`src/rtl/tx_iq_unpack_if.sv`:
```
// tx_iq_unpack_if: bundles the DMA-side word stream, the DUC-side sample
// stream and the TX control/status signals of tx_iq_unpack.
// slave  = the unpacker's view, master = the surrounding logic's view.
`timescale 1ns/1ps
interface tx_iq_unpack_if #(
  parameter int UFLOW_W = 16
);
  logic               tx_enable;
  logic               count_clr;
  logic [31:0]        s_axis_tdata;
  logic               s_axis_tvalid;
  logic               s_axis_tready;
  logic [47:0]        m_axis_tdata;
  logic               m_axis_tvalid;
  logic               m_axis_tready;
  logic               underflow;
  logic [UFLOW_W-1:0] underflow_count;

  modport slave (
    input  tx_enable, count_clr,
    input  s_axis_tdata, s_axis_tvalid,
    output s_axis_tready,
    output m_axis_tdata, m_axis_tvalid,
    input  m_axis_tready,
    output underflow, underflow_count
  );

  modport master (
    output tx_enable, count_clr,
    output s_axis_tdata, s_axis_tvalid,
    input  s_axis_tready,
    input  m_axis_tdata, m_axis_tvalid,
    output m_axis_tready,
    input  underflow, underflow_count
  );
endinterface

```
`src/rtl/tx_iq_unpack.sv`:
```
// tx_iq_unpack: turns the 32-bit TX word stream (three words carry two packed
// 24-bit IQ pairs) into one 48-bit {Q,I} sample per transfer for the DUC.
// A three-phase FSM tracks word position; dropping tx_enable realigns it.
// Underflow events (DUC asks for a sample that is not there) are pulsed and
// counted with saturation.
// Optional build macro TX_UNDERFLOW_ZERO_EN: once primed, an emptied output is
// refilled with a zero sample so m_axis_tvalid stays high; each consumed zero
// is an underflow event.
`timescale 1ns/1ps
module tx_iq_unpack #(
  parameter int UFLOW_W = 16
) (
  input  logic           clk122,
  input  logic           reset,
  tx_iq_unpack_if.slave  bus
);

  typedef enum logic [1:0] {
    P0 = 2'd0,
    P1 = 2'd1,
    P2 = 2'd2
  } phase_t;

  phase_t               r_phase;
  phase_t               w_phase_nxt;

  // Goes high the cycle after reset releases; keeps s_axis_tready low in reset.
  logic                 r_active;
  // W0 while waiting for W1, then W1[15:0] (I1[23:8]) while waiting for W2.
  logic [31:0]          r_hold_p0;
  // Output sample register presented to the DUC.
  logic [47:0]          r_tdata_p1;
  logic                 r_vld_p1;
  logic                 r_primed;
  logic                 r_underflow;
  logic [UFLOW_W-1:0]   r_count;
`ifdef TX_UNDERFLOW_ZERO_EN
  // Marks that the sample currently in the output register is a zero filler.
  logic                 r_zero_p1;
`endif

  logic                 w_s_ready;
  logic                 w_accept;
  logic                 w_load;
  logic                 w_consume;
  logic                 w_uf_evt;
  logic [47:0]          w_sample;

  function automatic logic [UFLOW_W-1:0] sat_inc(input logic [UFLOW_W-1:0] v);
    return (&v) ? v : v + 1'b1;
  endfunction

  // A word is taken in P0 unconditionally, otherwise only if the output slot
  // is free or being emptied this cycle.
  assign w_s_ready = r_active & bus.tx_enable &
                     ((r_phase == P0) | !r_vld_p1 | bus.m_axis_tready);
  assign w_accept  = bus.s_axis_tvalid & w_s_ready;
  assign w_consume = r_vld_p1 & bus.m_axis_tready;
  assign w_load    = w_accept & (r_phase != P0);

  // Sample assembly: P1 completes {Q0,I0}, P2 completes {Q1,I1}.
  always_comb begin
    w_sample = '0;
    case (r_phase)
      P1: w_sample = {r_hold_p0[7:0], bus.s_axis_tdata[31:16], r_hold_p0[31:8]};
      P2: w_sample = {bus.s_axis_tdata[23:0], r_hold_p0[15:0], bus.s_axis_tdata[31:24]};
      default: w_sample = '0;
    endcase
  end

  // Underflow event definition depends on whether empties are zero-filled.
`ifdef TX_UNDERFLOW_ZERO_EN
  assign w_uf_evt = w_consume & r_zero_p1;
`else
  assign w_uf_evt = bus.tx_enable & r_primed & bus.m_axis_tready & !r_vld_p1;
`endif

  // Phase next-state: advance per accepted word, force P0 while disabled.
  always_comb begin
    w_phase_nxt = r_phase;
    if (!bus.tx_enable) begin
      w_phase_nxt = P0;
    end else if (w_accept) begin
      case (r_phase)
        P0:      w_phase_nxt = P1;
        P1:      w_phase_nxt = P2;
        default: w_phase_nxt = P0;
      endcase
    end
  end

  // Phase state register.
  always_ff @(posedge clk122) begin
    if (reset) r_phase <= P0;
    else       r_phase <= w_phase_nxt;
  end

  // Reset-release flag gating the input handshake.
  always_ff @(posedge clk122) begin
    if (reset) r_active <= 1'b0;
    else       r_active <= 1'b1;
  end

  // ---- stage p0: partial-word hold register ----
  // Hold the leftover bits of W0/W1; a disable discards any partial triplet.
  always_ff @(posedge clk122) begin
    if (!bus.tx_enable) begin
      r_hold_p0 <= '0;
    end else if (w_accept) begin
      case (r_phase)
        P0:      r_hold_p0 <= bus.s_axis_tdata;
        P1:      r_hold_p0 <= {r_hold_p0[31:16], bus.s_axis_tdata[15:0]};
        default: r_hold_p0 <= r_hold_p0;
      endcase
    end
  end

  // ---- stage p1: output sample register ----
  // Load on a completing word; on a bare consume either empty or zero-fill.
  always_ff @(posedge clk122) begin
    if (reset) begin
      r_tdata_p1 <= '0;
      r_vld_p1   <= 1'b0;
`ifdef TX_UNDERFLOW_ZERO_EN
      r_zero_p1  <= 1'b0;
`endif
    end else if (!bus.tx_enable) begin
      r_vld_p1   <= 1'b0;
`ifdef TX_UNDERFLOW_ZERO_EN
      r_zero_p1  <= 1'b0;
`endif
    end else if (w_load) begin
      r_tdata_p1 <= w_sample;
      r_vld_p1   <= 1'b1;
`ifdef TX_UNDERFLOW_ZERO_EN
      r_zero_p1  <= 1'b0;
`endif
    end else if (w_consume) begin
`ifdef TX_UNDERFLOW_ZERO_EN
      if (r_primed) begin
        r_tdata_p1 <= '0;
        r_zero_p1  <= 1'b1;
      end else begin
        r_vld_p1   <= 1'b0;
      end
`else
      r_vld_p1   <= 1'b0;
`endif
    end
  end

  // Primed after the first real sample of an enable period.
  always_ff @(posedge clk122) begin
    if (reset || !bus.tx_enable) r_primed <= 1'b0;
    else if (w_load)             r_primed <= 1'b1;
  end

  // Underflow pulse, one cycle per event.
  always_ff @(posedge clk122) begin
    if (reset) r_underflow <= 1'b0;
    else       r_underflow <= w_uf_evt;
  end

  // Saturating underflow counter; clear has priority over an increment.
  always_ff @(posedge clk122) begin
    if (reset)              r_count <= '0;
    else if (bus.count_clr) r_count <= '0;
    else if (w_uf_evt)      r_count <= sat_inc(r_count);
  end

  assign bus.s_axis_tready   = w_s_ready;
  assign bus.m_axis_tdata    = r_tdata_p1;
  assign bus.m_axis_tvalid   = r_vld_p1;
  assign bus.underflow       = r_underflow;
  assign bus.underflow_count = r_count;

endmodule

```
`src/flat_wrapper.sv`:
```
// flat-port wrapper written by rule: the top's interface ports become plain ports
module tx_iq_unpack_flat 
#(
  parameter int UFLOW_W = 16
)
  (clk122, reset, bus_tx_enable, bus_count_clr, bus_s_axis_tdata, bus_s_axis_tvalid, bus_s_axis_tready, bus_m_axis_tdata, bus_m_axis_tvalid, bus_m_axis_tready, bus_underflow, bus_underflow_count);
  tx_iq_unpack_if #(.UFLOW_W(UFLOW_W)) bus_i ();
  input  logic clk122;
  input  logic reset;
  input wire logic [$bits(bus_i.tx_enable)-1:0] bus_tx_enable;
  input wire logic [$bits(bus_i.count_clr)-1:0] bus_count_clr;
  input wire logic [$bits(bus_i.s_axis_tdata)-1:0] bus_s_axis_tdata;
  input wire logic [$bits(bus_i.s_axis_tvalid)-1:0] bus_s_axis_tvalid;
  output wire logic [$bits(bus_i.s_axis_tready)-1:0] bus_s_axis_tready;
  output wire logic [$bits(bus_i.m_axis_tdata)-1:0] bus_m_axis_tdata;
  output wire logic [$bits(bus_i.m_axis_tvalid)-1:0] bus_m_axis_tvalid;
  input wire logic [$bits(bus_i.m_axis_tready)-1:0] bus_m_axis_tready;
  output wire logic [$bits(bus_i.underflow)-1:0] bus_underflow;
  output wire logic [$bits(bus_i.underflow_count)-1:0] bus_underflow_count;
  assign bus_i.tx_enable = bus_tx_enable;
  assign bus_i.count_clr = bus_count_clr;
  assign bus_i.s_axis_tdata = bus_s_axis_tdata;
  assign bus_i.s_axis_tvalid = bus_s_axis_tvalid;
  assign bus_s_axis_tready = bus_i.s_axis_tready;
  assign bus_m_axis_tdata = bus_i.m_axis_tdata;
  assign bus_m_axis_tvalid = bus_i.m_axis_tvalid;
  assign bus_i.m_axis_tready = bus_m_axis_tready;
  assign bus_underflow = bus_i.underflow;
  assign bus_underflow_count = bus_i.underflow_count;
  tx_iq_unpack #(.UFLOW_W(UFLOW_W)) u_core (.clk122(clk122), .reset(reset), .bus(bus_i));
endmodule
```
`config.mk`:
```
export PLATFORM = sky130hd
export DESIGN_NAME = tx_iq_unpack_flat
export DESIGN_NICKNAME = d
export VERILOG_FILES = /design/src/rtl/tx_iq_unpack_if.sv /design/src/rtl/tx_iq_unpack.sv /design/src/flat_wrapper.sv
export SDC_FILE = /design/constraint.sdc
export NUM_CORES = 1
export LEC_CHECK = 0
export BUFFER_PORTS_ARGS = -buffer_cell sky130_fd_sc_hd__buf_2
export CAP_MARGIN = 20
export CORE_ASPECT_RATIO = 0.8
export CORE_UTILIZATION = 48
export CTS_CLUSTER_SIZE = 25
export DETAILED_ROUTE_END_ITERATION = 10
export GPL_TIMING_DRIVEN = 1
export PLACE_DENSITY = 0.75
export SYNTH_ARGS = -nofsm -noshare
export SYNTH_HDL_FRONTEND = slang
export SYNTH_SLANG_ARGS = --single-unit
```
`constraint.sdc`:
```
create_clock -name clk122 -period 1.7 [get_ports clk122]
set_input_delay 0.34 -clock clk122 [delete_from_list [all_inputs] [get_ports clk122]]
set_output_delay 0.34 -clock clk122 [all_outputs]
set_load 0.01 [all_outputs]
```
After elaboration in Yosys (flattened, before gate mapping). Index checks and enable logic that the tools add are counted.

Mux-type cells: 6. Reductions and logical operators: 14. $add $sub $neg: 1. Eq/ne operators: 2. Bitwise gates (word level): 13.

Operators with widths (number): 48-bit case mux with 2 select lines (1); 32-bit case mux with 2 select lines (1); 16-bit by 1-bit adder with 16-bit output (second input constant) (1); 16-bit AND reduction (1); 1-bit AND (8); 2-bit AND reduction (3); 2-bit nonzero test (3); 2-bit case mux with 2 select lines (1); 2-bit OR reduction (2); 1-bit two-way mux (3); 1-bit NOT (3); 3-bit AND reduction (1); 2-bit by 1-bit equality test with 1-bit output (second input constant) (1); 2-bit equality test (second input constant) (1); 1-bit logical NOT (2); 2-bit logical NOT (1); 1-bit bitwise OR (2); 1-bit logical OR (1).

Input bits: 38. Output and inout bits: 67. Logic and storage cells: 45. Flip-flop bits (word level): 102.

Logic depth before layout (Yosys ltp).
Depth after elaboration: 7. Gate-level depth with buffers: 9.

Worst setup path before layout. Ideal clock, no wire load.

Path kind: reg2reg. Start point: register u_core.r_phase[0]. End point: register u_core.r_tdata_p1[0], in the netlist u_core.bus.m_axis_tdata[0]. Buffers on the path: 3. Clock period less this slack: 1824 ps. Path slack: -124 ps. Required time: 1630 ps. Setup time: 70 ps. Stages on the path, launching flop included: 10. Arrival time: 1753 ps. Path through: dfxtp_1 inv_1 ha_1 nor3b_2 or4_1 clkbuf_1 buf_6 buf_6 nand2_1 a21oi_1.

Longest elaborated chain between the ends: 7.

RTL lines: from (decl) (RTL line tx_iq_unpack.sv:24) `phase_t r_phase;`; from (signal assigned) (RTL line tx_iq_unpack.sv:95) `else r_phase <= w_phase_nxt;`; 2-bit logical NOT (RTL line tx_iq_unpack.sv:56) `((r_phase == P0) | !r_vld_p1 | bus.m_axis_tready);`; 1-bit bitwise OR (2 in series) (RTL line tx_iq_unpack.sv:56); 1-bit AND (RTL line tx_iq_unpack.sv:55) `assign w_s_ready = r_active & bus.tx_enable &`; 1-bit AND (RTL line tx_iq_unpack.sv:57) `assign w_accept = bus.s_axis_tvalid & w_s_ready;`; 1-bit AND (RTL line tx_iq_unpack.sv:59) `assign w_load = w_accept & (r_phase != P0);`; 2-bit AND reduction (no source line); to (signal assigned) (RTL line tx_iq_unpack.sv:133) `r_tdata_p1 <= w_sample;`; to (decl) (RTL line tx_iq_unpack.sv:32) `logic [47:0] r_tdata_p1;`.

Several ways; a longest one is shown, not always the timed one. A chain may end at the register's enable or synchronous reset.

Worst setup path in the final report.
Start point: register u_core.r_phase[0]. End point: register u_core.r_tdata_p1[28], in the netlist u_core.bus.m_axis_tdata[28].

The elaborated chain is that of the path after synthesis.

==> impl_metrics.py <==
metrics = {
    "status": {
        "status": "finished with violations",
        "violations": "setup timing",
    },
    "critical_path": {
        "max_stage_delay_ps": 620,
        "cp_data_required_time_ps": 1930,
        "cp.arrival_ps": 2060,
        "setup.worst_path.class": "reg -> reg",
        "path_cells": "inv_4, ha_4, buf_4, or4_4, clkbuf_16, nand2_1, a21oi_1",
        "critPathCaptureType": "flop",
        "critPathSlowestCell": "or4_4",
        "path_max_fanout": 13,
        "startpoint_type": "flop",
        "worstSetupStartpoint": "u_core.r_phase[0]",
        "r2r_start": "u_core.r_phase[0]",
    },
    "clocking": {
        "clkTransAtPathRegs_ps": 70,
        "clk_latency_ps": 350,
        "hold_buffers": 0,
        "cts_sinks": 102,
        "cts_buffers": 9,
        "htree_levels": 3,
        "cts_root_buf": "clkbuf_16",
        "clockBufferDepth": 2,
        "cts_tree": "done",
    },
    "detailed_routing": {
        "vias_per_cell": 5.895,
        "maxUsedRoutingLayer": "met4",
        "dr_wl_met3_um": 1156,
        "wirelength_um": 13600,
        "wire_per_inst_um": 17.61,
        "met2_length_um": 6025,
        "firstDrtPassIters": 5,
        "dr.first_iter.drc_count": 397,
        "remaining_drc_errors": 0,
        "num_vias": 4551,
        "drt-met1-wl_um": 6144,
        "ant_nets": 0,
    },
    "logic_synthesis": {
        "syn_nets": 588,
        "syn_area_per_cell_um2": 8.149,
        "yosys_warnings": 0,
        "netlist_instances": 544,
        "yosysSeqAreaShare_pct": 46.06,
        "synthesis.area_um2": 4433,
        "yosysTopAreaCell": "dfxtp_1",
        "ys_ff_latch": 102,
        "synth.area.top_cells": "dfxtp_1 46%, nand2_1 10%, a22o_1 9.5%",
        "ys_types": 42,
        "synth_top_area_share_pct": 46.06,
    },
    "sta": {
        "min_period_ps": 1831,
        "worst_slew_pin_slew_ps": 377.4,
        "setup_violations": 50,
        "hold_ws_ps": 204.8,
        "max_freq_ghz": 0.5461,
        "slew_headroom_pct": 74.65,
        "drv_slew": 0,
        "layout_setup_ws_ps": -131.0,
        "skew_ps": 12.16,
        "hold_viol": 0,
        "period_share_pct": 107.7,
        "rsz0062_at_grt": "true",
    },
    "flow_run": {
        "drv_cap": 0,
    },
    "place": {
        "place_congestion": 0.8687,
        "io_buffer_count": 104,
        "dp_hpwl_um": 8570,
    },
    "layout": {
        "syn_to_final_growth_pct": 32.91,
        "n_fill_cell": 706,
        "drive_gt1_share_pct": 30.76,
        "nNetsFinal": 699,
        "n_antenna_cell": 0,
    },
    "floorplanning": {
        "num_rows": 30,
        "dieHeight_um": 87.96,
        "io_pins": 105,
        "die-area_um2": 9626,
        "die_w_um": 109.4,
        "start_util_pct": 50.91,
        "core_area_um2": 8708,
    },
    "global_routing": {
        "grt_pass1_vias": 3929,
        "grt_overflow_total": 0,
        "grt_usage_pct": 27.18,
        "grt_pass1_wl_um": 19840,
        "grt_max_degree": 49,
        "antenna_found_initial": 0,
    },
    "worst_hold_path": {
        "hp-class": "in -> reg",
        "min_from": "bus_s_axis_tdata[1]",
    },
    "power": {
        "vdd.ir_drop.worst_mv": 0.4439,
        "total_power_mw": 4.903,
        "power.leakage_nw": 2.382,
        "power.density_nw_per_um2": 832.1,
    },
}
[critical path, delay by kind of cell, from the launching register on]
kind | cells | cell delay [ps]
and+or+nand+nor | 2 | 710
buffers and inverters | 3 | 400
DFF | 1 | 360
adders and majority gates | 1 | 170
AOI/OAI and AO/OA | 1 | 80
[what timing repair did]
action                                  CTS  global route
buffers inserted                          6             5
pin swaps                                 2            12
cloned                                    0             4
gates resized for setup                   7            47
endpoints found under the setup margin   29            85
[per-stage QoR]
step | setup WS [ps] | instance area [um^2] | cells | TNS, ps | util [%]
2_1_floorplan | 9.562 | 4456 | 544 | 0 | -
5_1_grt | -156.4 | 5892 | 772 | -5546 | 67.66
6_report | -131.0 | 5892 | 772 | -3690 | 67.66
3_3_place_gp | 41.07 | 5184 | 741 | 0 | 59.53
3_5_place_dp | -44.86 | 5184 | 741 | -500.9 | 59.53
4_1_cts | -40.57 | 5573 | 763 | -40.57 | 63.99
[worst paths after layout]
path / to / slack (ps) / cells past startpoint
setup / recovery: u_core.bus.m_axis_tdata[28] / -130 / 7
hold / removal: u_core.r_hold_p0[1] / 200 / 3
setup reg to reg: u_core.bus.m_axis_tdata[28] / -130 / 7
hold reg to reg: u_core.bus.m_axis_tdata[1] / 450 / 2
[area by class of cell]
class                      count  area (um^2)  area share [%]
sequential                   102         2044           34.70
clock buffer                  11        252.7           4.290
timing repair buffer         144        988.4           16.78
inverter                       4        20.02          0.3398
tap                          112        140.1           2.378
multi-input combinational    394         2381           40.41
clock inverter                 5        65.06           1.104
[state kept, by name (all words and copies together), names as in the netlist]
register / count
u_core.bus.underflow_count: 16
u_core.bus.m_axis_tdata: 48
u_core.bus.m_axis_tvalid: 1
u_core.r_phase: 2
u_core.bus.underflow: 1
u_core.r_active: 1
u_core.r_primed: 1
u_core.r_hold_p0: 32
[layout by cell type, fill, tap and decap left out, types with 4 or more instances in the layout]
cell / count
a21oi_1: 46
a21oi_2: 8
a22o_1: 48
a31oi_1: 5
and4_1: 4
buf_12: 6
buf_2: 104
buf_4: 25
buf_6: 4
clkbuf_16: 13
dfxtp_1: 100
mux2i_1: 4
nand2_1: 110
nand2_4: 12
nand3_1: 51
nand4_1: 5
nor2_1: 15
nor3_1: 7
o21ai_0: 33
or3_1: 4
[synth_stat cells (all sizes together)]
library cell and n:
dfxtp 102, inv 4, a211oi 2, a41o 2, nand2 125, and4b 2, and4 4, nor3 8
or4 1, a21oi 54, a22o 48, a41oi 2, o211a 1, nor2 16, nand4 5, a31oi 5
nor4b 1, or2 1, o31ai 1, nand4b 1, o21ai 36, mux2i 4, ha 6, a31o 1
buf 11, and3 2, nor3b 1, o2111ai 1, nor4 4, or3 4, o211ai 1, nand2b 1
clkbuf 33, nand3 54
[metal layers]
layer  global-route usage, %  vias to the layer above
li1                        -                     2159
met4                   7.636                        0
met3                   5.283                       27
met1                   39.30                     2135
met2                   41.28                      230
met5                       0                        -
[where the power goes]
part | internal [mW] | total, mW | switching, mW
clock | 1.24 | 2.17 | 0.937
sequential | 2.43 | 2.46 | 0.0309
combinational | 0.0972 | 0.268 | 0.171
total | 3.76 | 4.90 | 1.14
[cell families (layout without fill, tap and decap cells)]
kind of cell    after synthesis  after routing  share of synthesized area [%]
compound gates              154            154                          22.58
buf+inv                      48            164                          4.741
flops                       102            102                          46.06
mux                           4              4                         0.9032
simple gates                230            230                          24.02
fa+ha+maj                     6              6                          1.693
(Power assumes the default switching activity.)
